`src/rtl/axi_llc_refill_sched_if.sv`:
```
`default_nettype none
// ============================================================================
// Module   : axi_llc_refill_sched_if
// Purpose  : Bundle of requester, refill-unit and status signals used by the
//            LLC refill scheduler.
// Ports    : req_desc/req_valid/req_ready  - NUM_REQ descriptor requesters
//            refill_desc/valid/ready       - descriptor channel to refill unit
//            done                          - one refill retired
//            flush                         - block new grants while high
//            outstanding/idle              - scheduler status
// Modports : slave  - scheduler side
//            master - environment side (requesters + refill unit)
// Revision : 1.0 - initial release
// ============================================================================
interface axi_llc_refill_sched_if #(
  parameter int  NUM_REQ         = 2,
  parameter int  MAX_OUTSTANDING = 4,
  parameter type desc_t          = logic
);
  localparam int CNT_W = $clog2(MAX_OUTSTANDING + 1);

  desc_t              req_desc [NUM_REQ];
  logic [NUM_REQ-1:0] req_valid;
  logic [NUM_REQ-1:0] req_ready;
  desc_t              refill_desc;
  logic               refill_valid;
  logic               refill_ready;
  logic               done;
  logic               flush;
  logic [CNT_W-1:0]   outstanding;
  logic               idle;

  modport slave (
    input  req_desc, req_valid, refill_ready, done, flush,
    output req_ready, refill_desc, refill_valid, outstanding, idle
  );

  modport master (
    output req_desc, req_valid, refill_ready, done, flush,
    input  req_ready, refill_desc, refill_valid, outstanding, idle
  );
endinterface
`default_nettype wire

```
`src/rtl/axi_llc_refill_sched.sv`:
```
`default_nettype none
// ============================================================================
// Module   : axi_llc_refill_sched
// Purpose  : Round-robin scheduler of refill descriptors from NUM_REQ miss
//            sources onto a single refill unit. Grants are locked until the
//            refill unit accepts, refills in flight are counted and new
//            grants are throttled at MAX_OUTSTANDING, and a level flush
//            blocks new grants so the refill path can drain.
// Ports    : clk_i   - clock
//            rst_ni  - asynchronous reset, active low
//            bus     - axi_llc_refill_sched_if.slave (requesters, refill
//                      descriptor channel, done, flush, outstanding, idle)
// Revision : 1.0 - initial release
// ============================================================================
module axi_llc_refill_sched #(
  parameter int  NUM_REQ         = 2,
  parameter int  MAX_OUTSTANDING = 4,
  parameter type desc_t          = logic
) (
  input  logic                  clk_i,
  input  logic                  rst_ni,
  axi_llc_refill_sched_if.slave bus
);

  localparam int               IDX_W      = (NUM_REQ > 1) ? $clog2(NUM_REQ) : 1;
  localparam int               CNT_W      = $clog2(MAX_OUTSTANDING + 1);
  localparam logic [CNT_W-1:0] C_CNT_MAX  = CNT_W'(MAX_OUTSTANDING);
  localparam logic [IDX_W-1:0] C_LAST_IDX = IDX_W'(NUM_REQ - 1);

  typedef enum logic [0:0] {
    IDLE = 1'b0,
    LOCK = 1'b1
  } state_e;

  state_e             state_q, state_d;
  logic [IDX_W-1:0]   prio_q, prio_d;
  logic [IDX_W-1:0]   gnt_q, gnt_d;
  logic [CNT_W-1:0]   cnt_q, cnt_d;

  logic               any_valid;
  logic [IDX_W-1:0]   winner;
  logic               can_issue;
  logic [IDX_W-1:0]   sel;
  logic               refill_valid;
  logic [NUM_REQ-1:0] req_ready;
  desc_t              refill_desc;
  logic               handshake;

  // Successor in round-robin order; with a single requester this is always 0.
  function automatic logic [IDX_W-1:0] next_idx(input logic [IDX_W-1:0] idx);
    return (idx == C_LAST_IDX) ? '0 : idx + IDX_W'(1);
  endfunction

  // Round-robin pick: scan prio_q, prio_q+1, ... mod NUM_REQ. The loop runs
  // from the farthest offset down so the nearest valid requester wins.
  always_comb begin
    logic [IDX_W:0] cand;
    cand      = '0;
    any_valid = 1'b0;
    winner    = '0;
    for (int k = NUM_REQ - 1; k >= 0; k--) begin
      cand = {1'b0, prio_q} + (IDX_W+1)'(k);
      if (cand >= (IDX_W+1)'(NUM_REQ)) begin
        cand = cand - (IDX_W+1)'(NUM_REQ);
      end
      if (bus.req_valid[cand[IDX_W-1:0]]) begin
        any_valid = 1'b1;
        winner    = cand[IDX_W-1:0];
      end
    end
  end

  // rst_ni is folded in so that no grant is offered while reset is held,
  // even though requesters may still present valid descriptors.
  assign can_issue = rst_ni && (cnt_q < C_CNT_MAX) && !bus.flush;

  always_ff @(posedge clk_i or negedge rst_ni) begin
    if (!rst_ni) begin
      state_q <= IDLE;
      prio_q  <= '0;
      gnt_q   <= '0;
    end else begin
      state_q <= state_d;
      prio_q  <= prio_d;
      gnt_q   <= gnt_d;
    end
  end

  always_comb begin
    state_d      = state_q;
    prio_d       = prio_q;
    gnt_d        = gnt_q;
    sel          = '0;
    refill_valid = 1'b0;
    req_ready    = '0;
    unique case (state_q)
      IDLE: begin
        if (can_issue && any_valid) begin
          sel               = winner;
          refill_valid      = 1'b1;
          req_ready[winner] = bus.refill_ready;
          if (bus.refill_ready) begin
            prio_d = next_idx(winner);
          end else begin
            gnt_d   = winner;
            state_d = LOCK;
          end
        end
      end
      LOCK: begin
        // Credit was checked when the grant was made; flush and the counter
        // are ignored here so that valid never drops before the handshake.
        sel              = gnt_q;
        refill_valid     = 1'b1;
        req_ready[gnt_q] = bus.refill_ready;
        if (bus.refill_ready) begin
          prio_d  = next_idx(gnt_q);
          state_d = IDLE;
        end
      end
      default: state_d = IDLE;
    endcase
  end

  always_comb begin
    refill_desc = '0;
    if (refill_valid) begin
      refill_desc = bus.req_desc[sel];
    end
  end

  assign handshake = refill_valid && bus.refill_ready;

  // Handshake and done in the same cycle cancel. A done with nothing in
  // flight is a protocol error; the counter saturates at zero.
  always_comb begin
    cnt_d = cnt_q;
    unique case ({handshake, bus.done})
      2'b10:   cnt_d = cnt_q + CNT_W'(1);
      2'b01:   if (cnt_q != '0) cnt_d = cnt_q - CNT_W'(1);
      default: cnt_d = cnt_q;
    endcase
  end

  always_ff @(posedge clk_i or negedge rst_ni) begin
    if (!rst_ni) begin
      cnt_q <= '0;
    end else begin
      cnt_q <= cnt_d;
    end
  end

  assign bus.refill_valid = refill_valid;
  assign bus.refill_desc  = refill_desc;
  assign bus.req_ready    = req_ready;
  assign bus.outstanding  = cnt_q;
  assign bus.idle         = (state_q == IDLE) && (cnt_q == '0) && !refill_valid;

  a_ready_onehot0 : assert property (@(posedge clk_i) disable iff (!rst_ni)
    $onehot0(bus.req_ready));

  a_valid_stable : assert property (@(posedge clk_i) disable iff (!rst_ni)
    (bus.refill_valid && !bus.refill_ready) |=> bus.refill_valid);

  a_desc_stable : assert property (@(posedge clk_i) disable iff (!rst_ni)
    (bus.refill_valid && !bus.refill_ready) |=> $stable(bus.refill_desc));

  a_done_underflow : assert property (@(posedge clk_i) disable iff (!rst_ni)
    !(bus.done && (cnt_q == '0)));

  a_no_overflow : assert property (@(posedge clk_i) disable iff (!rst_ni)
    !(handshake && (cnt_q == C_CNT_MAX)));

endmodule
`default_nettype wire

```
`src/flat_wrapper.sv`:
```
// flat-port wrapper written by rule: the top's interface ports become plain ports
module axi_llc_refill_sched_flat 
#(
  parameter int  NUM_REQ         = 2,
  parameter int  MAX_OUTSTANDING = 4,
  parameter type desc_t          = logic
)
  (clk_i, rst_ni, bus_req_desc, bus_req_valid, bus_refill_ready, bus_done, bus_flush, bus_req_ready, bus_refill_desc, bus_refill_valid, bus_outstanding, bus_idle);
  axi_llc_refill_sched_if #(.NUM_REQ(NUM_REQ), .MAX_OUTSTANDING(MAX_OUTSTANDING), .desc_t(desc_t)) bus_i ();
  input  logic clk_i;
  input  logic rst_ni;
  input wire logic [$bits(bus_i.req_desc)-1:0] bus_req_desc;
  input wire logic [$bits(bus_i.req_valid)-1:0] bus_req_valid;
  input wire logic [$bits(bus_i.refill_ready)-1:0] bus_refill_ready;
  input wire logic [$bits(bus_i.done)-1:0] bus_done;
  input wire logic [$bits(bus_i.flush)-1:0] bus_flush;
  output wire logic [$bits(bus_i.req_ready)-1:0] bus_req_ready;
  output wire logic [$bits(bus_i.refill_desc)-1:0] bus_refill_desc;
  output wire logic [$bits(bus_i.refill_valid)-1:0] bus_refill_valid;
  output wire logic [$bits(bus_i.outstanding)-1:0] bus_outstanding;
  output wire logic [$bits(bus_i.idle)-1:0] bus_idle;
  assign bus_i.req_desc = {>>{bus_req_desc}};
  assign bus_i.req_valid = bus_req_valid;
  assign bus_i.refill_ready = bus_refill_ready;
  assign bus_i.done = bus_done;
  assign bus_i.flush = bus_flush;
  assign bus_req_ready = bus_i.req_ready;
  assign bus_refill_desc = bus_i.refill_desc;
  assign bus_refill_valid = bus_i.refill_valid;
  assign bus_outstanding = bus_i.outstanding;
  assign bus_idle = bus_i.idle;
  axi_llc_refill_sched #(.NUM_REQ(NUM_REQ), .MAX_OUTSTANDING(MAX_OUTSTANDING), .desc_t(desc_t)) u_core (.clk_i(clk_i), .rst_ni(rst_ni), .bus(bus_i));
endmodule
```
`config.mk`:
```
export PLATFORM = sky130hd
export DESIGN_NAME = axi_llc_refill_sched_flat
export DESIGN_NICKNAME = d
export VERILOG_FILES = /design/src/rtl/axi_llc_refill_sched_if.sv /design/src/rtl/axi_llc_refill_sched.sv /design/src/flat_wrapper.sv
export SDC_FILE = /design/constraint.sdc
export NUM_CORES = 1
export LEC_CHECK = 0
export CAP_MARGIN = 5
export CORE_AREA = 4 4 45 47
export CTS_CLUSTER_DIAMETER = 150
export DETAILED_ROUTE_END_ITERATION = 7
export DIE_AREA = 0 0 49 51
export GPL_TIMING_DRIVEN = 1
export HOLD_SLACK_MARGIN = 0.15
export PLACE_DENSITY = 0.66
export SLEW_MARGIN = 25
export SYNTH_ARGS = -nofsm -noshare
export SYNTH_HDL_FRONTEND = slang
export SYNTH_SLANG_ARGS = --single-unit
```
`constraint.sdc`:
```
create_clock -name clk_i -period 2.95 [get_ports clk_i]
set_input_delay 0.59 -clock clk_i [delete_from_list [all_inputs] [get_ports clk_i]]
set_output_delay 0.59 -clock clk_i [all_outputs]
set_load 0.1 [all_outputs]
```
== Word-level counts from Yosys, hierarchy flattened ==
Cells that the tools add are included.
Storage, ports and cells
  bits in registers: 6
Cells by class
  eq/ne operators: 6
  order comparisons: 10
  reduce and logical (&&, ||, !) cells: 16
  bitwise logic cells: 5
  multiplexer cells: 35
  add/subtract/negate cells: 7
Operators by type and width (number)
  2-to-1 mux 1 bit: 25
  logical AND 1 bit: 8
  less-than comparator 1 x 2 -> 1 bit (second input constant): 4
  case mux 1 bit (2 select lines): 4
  case mux 3 bit (2 select lines): 1
  AND reduction 3 bit: 2
  bitwise AND 2 bit: 2
  greater-or-equal comparator 2 bit (second input constant): 2
  != test 2 x 1 -> 1 bit (second input constant): 2
  != test 2 bit (second input constant): 2
  case mux 2 bit (2 select lines): 1
  adder 3 x 1 -> 3 bit (second input constant): 1
  zero test 3 bit: 1
  less-than comparator 3 bit (second input constant): 1
  2-to-1 mux 3 bit: 1
  nonzero test 3 bit: 1
  subtractor 3 x 1 -> 3 bit (second input constant): 1
  adder 1 bit (second input constant): 2
  adder 1 x 1 -> 2 bit (second input constant): 1
  demux 1 bit (select 1 bit): 2
  equality test 2 x 1 -> 1 bit (second input constant): 1
  equality test 2 bit (second input constant): 1
  greater-or-equal comparator 1 bit (second input constant): 2
  greater-or-equal comparator 1 x 2 -> 1 bit (second input constant): 1
  other kinds (7): 10

== Depth between registers and ports, before layout ==
Gate-level depths: netlist of the first run.
  depth in word-level cells: 15
  gate-level depth with buffers: 9
  mapped depth without buffers: 8

== Worst setup path before layout of the first run ==
OpenSTA, ideal clock, no wires.
  path type: flip-flop to output port
  start point: register u_core.cnt_q[2], in the netlist u_core.bus.outstanding[2]
  end point: output bus_idle
  buffers on the path: 1
  required time: 2360 ps
  cell stages (with the launch flop): 5
  setup slack: -2616 ps
  arrival: 4976 ps
  cells stage by stage: dfrtp_1 > or3b_1 > buf_6 > o21bai_1 > nor4_1
Between the ends
  word-level cells in the longest chain between the ends: 8
  elaborated cells between the ends (all ways): 10
RTL lines
  from (decl): line axi_llc_refill_sched.sv:38  | logic [CNT_W-1:0] cnt_q, cnt_d;
  from (signal assigned): line axi_llc_refill_sched.sv:149  | cnt_q <= cnt_d;
  less-than comparator 3 bit: line axi_llc_refill_sched.sv:75  | assign can_issue = rst_ni && (cnt_q < C_CNT_MAX) && !bus.flush;
  logical AND 1 bit (2 in series): line axi_llc_refill_sched.sv:75
  logical AND 1 bit: line axi_llc_refill_sched.sv:98  | if (can_issue && any_valid) begin
  2-to-1 mux 1 bit: line axi_llc_refill_sched.sv:98
  case mux 1 bit (2 select lines): line axi_llc_refill_sched.sv:96  | unique case (state_q)
  net bus_refill_valid: line flat_wrapper.sv:19  | output wire logic [$bits(bus_i.refill_valid)-1:0] bus_refill_valid;
  zero test 1 bit: line axi_llc_refill_sched.sv:157  | assign bus.idle = (state_q == IDLE) && (cnt_q == '0) && !refill_valid;
  logical AND 1 bit: line axi_llc_refill_sched.sv:157
  to (decl): line flat_wrapper.sv:21  | output wire logic [$bits(bus_i.idle)-1:0] bus_idle;
The timed path passes the listed nets, and every way through them passes these cells.

== Final worst setup path of the first run ==
  start point: input rst_ni
  end point: output bus_req_ready[0]
Between the ends
  word-level cells in the longest chain between the ends: 5
RTL lines
  from (decl): line flat_wrapper.sv:11  | input logic rst_ni;
  logical AND 1 bit (2 in series): line axi_llc_refill_sched.sv:75
  logical AND 1 bit: line axi_llc_refill_sched.sv:98
  2-to-1 mux 2 bit: line axi_llc_refill_sched.sv:98
  case mux 2 bit (2 select lines): line axi_llc_refill_sched.sv:96
  to (decl): line flat_wrapper.sv:17  | output wire logic [$bits(bus_i.req_ready)-1:0] bus_req_ready;
No other way between the ends.

==> impl_metrics.toml, run 1 <==
[placement]
placed_area_um2 = 790
dpl.hpwl_um = 991
place_congestion = 0.788
place_inst = 91
io_buffers = 16

[global_route]
grt_max_degree = 9
gr-total-overflow = 0
grt_pass1_vias = 534
track_usage_pct = 12.0
antenna_found_initial = 0
grt_pass1_wl_um = 2280

[logic_synthesis]
yosysMostFrequentCell = "mux2i_1"
ys.flop_type = "dfrtp_1"
ys_warn_count = 0
ys_seq_area_share_pct = 30.5
synth_area_um2 = 493
avgSynthCellArea_um2 = 8.96
postSynthCellCount = 55
synth.ff_latch_count = 6
synthTopCellsByArea = "dfrtp_1 30%, mux2i_1 16%, nor2_1 5.3%"
async_flop_share_pct = 100
synth_common_cells = "8 x mux2i_1, 7 x nor2_1, 6 x dfrtp_1, 6 x nand2_1, 5 x inv_1"
synth_edf_count = 0
yosysTopAreaCell = "dfrtp_1"
yosysUniqueCellTypes = 24
synth_top_area_share_pct = 30.5
synth_nets = 65

[clock_tree]
clk_latency_ns = 0.26
post_cts_resized = 0
clk_transition_reported_paths_ns = 0.06
cts_tree = "built"
cts-root-buf = "clkbuf_4"
cts-buffers-inserted = 3
clk_path_buf_depth = 2
post_cts_buffers = 0
htreeDepth = 1
cts_hold_buf = 0
clock-sinks = 6

[sta]
rsz0062_at_grt = "false"
post-route-period-util_pct = 94.8
finalMaxSlewViolations = 0
hold_viol_final = 0
hold_slack_ns = 0.477
fin_crit_ns = 2.80
tns_ns = 0
fmax_mhz = 357
report.final.setup_viol = 0
slew_headroom_pct = 76.2
finClkSkew_ns = 0.0128
worstMarginPinSlew_ns = 0.354

[worst_hold_path]
min-delay-start = "u_core.prio_q"
hold_class = "flop to flop"

[route]
ant_nets = 0
wl_per_cell_um = 13.3
vias = 475
viasPerCell = 5.00
drt_iter0_drc = 5
drc = 0
wl_um = 1260
first_pass_iters = 4

[pwr]
p_leak_uw = 0.000363
total_power_uw = 855
seqPwrFrac_pct = 21.8
clkPwrFrac_pct = 10.3
p_comb_share_pct = 68.0
power.switching_uw = 480
swShare_pct = 56.1
peakVddDrop_mv = 0.701
p_int_uw = 375
p_per_area_nw_per_um2 = 1050

[critical_path]
crit_arrival_ns = 2.21
crit_required_ns = 2.36
cp-startpoint = "rst_ni"
path_class = "input pin to primary output"
crit_fanout = 4
reg2reg_from = "u_core.bus.outstanding[2]"
end_kind = "primary output"
cp-start-kind = "input pin"

[layout]
n_fill_cell = 153
insertedDiodeCount = 0
fin_area_um2 = 816
layout.cells.non_filler = 95
area_growth_pct = 65.5
final_layout_size_suffix_gt1_share_pct = 30.8
fin_nets = 89

[floorplanning]
start_util_pct = 29.8
ios = 17
die_w_um = 49
core_area_um2 = 1650
die_y_um = 51
dieArea_um2 = 2500
fp-row-count = 15

[run_status]
outcome = "finished, final reports clean"

[job]
cap_violations = 0
## per-stage QoR
step	setup slack (ns)	util, %
after floorplan	-0.0978	-
after global routing	0.0718	49.4
final	0.153	49.4
after CTS	0.144	49.4
after detailed placement	0.0886	47.8
after global placement	0.137	47.8
## worst paths after layout
path,slack (ns),cells after the start,endpoint
min in group asynchronous,0.64,2,u_core.bus.outstanding[2]
hold / removal,0.48,1,u_core.prio_q
max in group asynchronous,2.19,2,u_core.gnt_q
setup / recovery,0.15,6,bus_req_ready[0]
hold reg to reg,0.48,1,u_core.prio_q
setup reg to reg,0.67,9,u_core.bus.outstanding[1]
## layout make-up
class | count | area, um^2 | share of cell area (%)
clock buffers | 4 | 26.3 | 3.22
repair buffers | 22 | 248 | 30.4
inverters | 5 | 18.8 | 2.30
well taps | 17 | 21.3 | 2.61
multi-input cells | 41 | 350 | 42.9
flip-flops and latches | 6 | 151 | 18.6
## cell usage in the layout (no fill, tap or decap)
cell type        count
o211ai_1             1
clkdlybuf4s50_1      8
o21bai_4             1
clkbuf_4             3
buf_12               5
mux2i_1              8
nor2b_1              1
or2_2                1
o21ai_0              2
nor4_4               1
and2_1               1
dfrtp_1              5
dfrtp_2              1
o41ai_1              1
inv_1                5
mux2_2               1
xnor2_1              1
o21ai_4              1
nor4_1               1
o221ai_1             1
nand2_1              6
nor2_1               7
buf_4                9
fa_1                 1
o211a_1              1
o41ai_4              1
mux2_1               1
or3b_1               1
clkbuf_1             1
a21o_1               1
## sequential cells by signal (all words and copies together) (netlist names)
register                cells
u_core.bus.outstanding      3
u_core.gnt_q                1
u_core.prio_q               1
u_core.state_q              1
## worst max-delay path, cell delays in order
cell             delay (ns)
clkdlybuf4s50_1        0.49
or3b_1                 0.37
buf_4                  0.18
o21ai_4                0.15
o211a_1                0.23
buf_12                 0.19
## layer usage
layer	part of all wire, %	global-route usage [%]	wire, um
met5	0	0	0
met4	2.5	7.17	31
met1	41	12.5	517
met2	47	20.4	592
met3	9.4	4.37	118
## power by group through the flow
| stage | combinational [uW] | sequential (uW) | clock, uW |
|---|---|---|---|
| CTS | 587 | 187 | 90.9 |
| floorplan | 304 | 309 | 0 |
| global placement | 577 | 188 | 0 |
| finish | 581 | 186 | 87.9 |
| detailed placement | 584 | 188 | 0 |
| global route | 626 | 194 | 95.9 |
## cells by family after synthesis
group,synth area share [%]
fa+ha+maj,4.06
flops,30.5
mux,20.8
simple gates,18.0
compound gates,17.3
xor+xnor,1.78
buf+inv,7.62
Note: power is estimated with default switching activity, not from simulation.
==> run 2: changes to the inputs <==
--- a/config.mk
+++ b/config.mk
@@ -13,7 +13,6 @@
 export GPL_TIMING_DRIVEN = 1
 export HOLD_SLACK_MARGIN = 0.15
 export PLACE_DENSITY = 0.66
-export SLEW_MARGIN = 25
 export SYNTH_ARGS = -nofsm -noshare
 export SYNTH_HDL_FRONTEND = slang
 export SYNTH_SLANG_ARGS = --single-unit
==> results of run 2 <==
No change in the layout: final DEF, timing and power equal those of run 1.
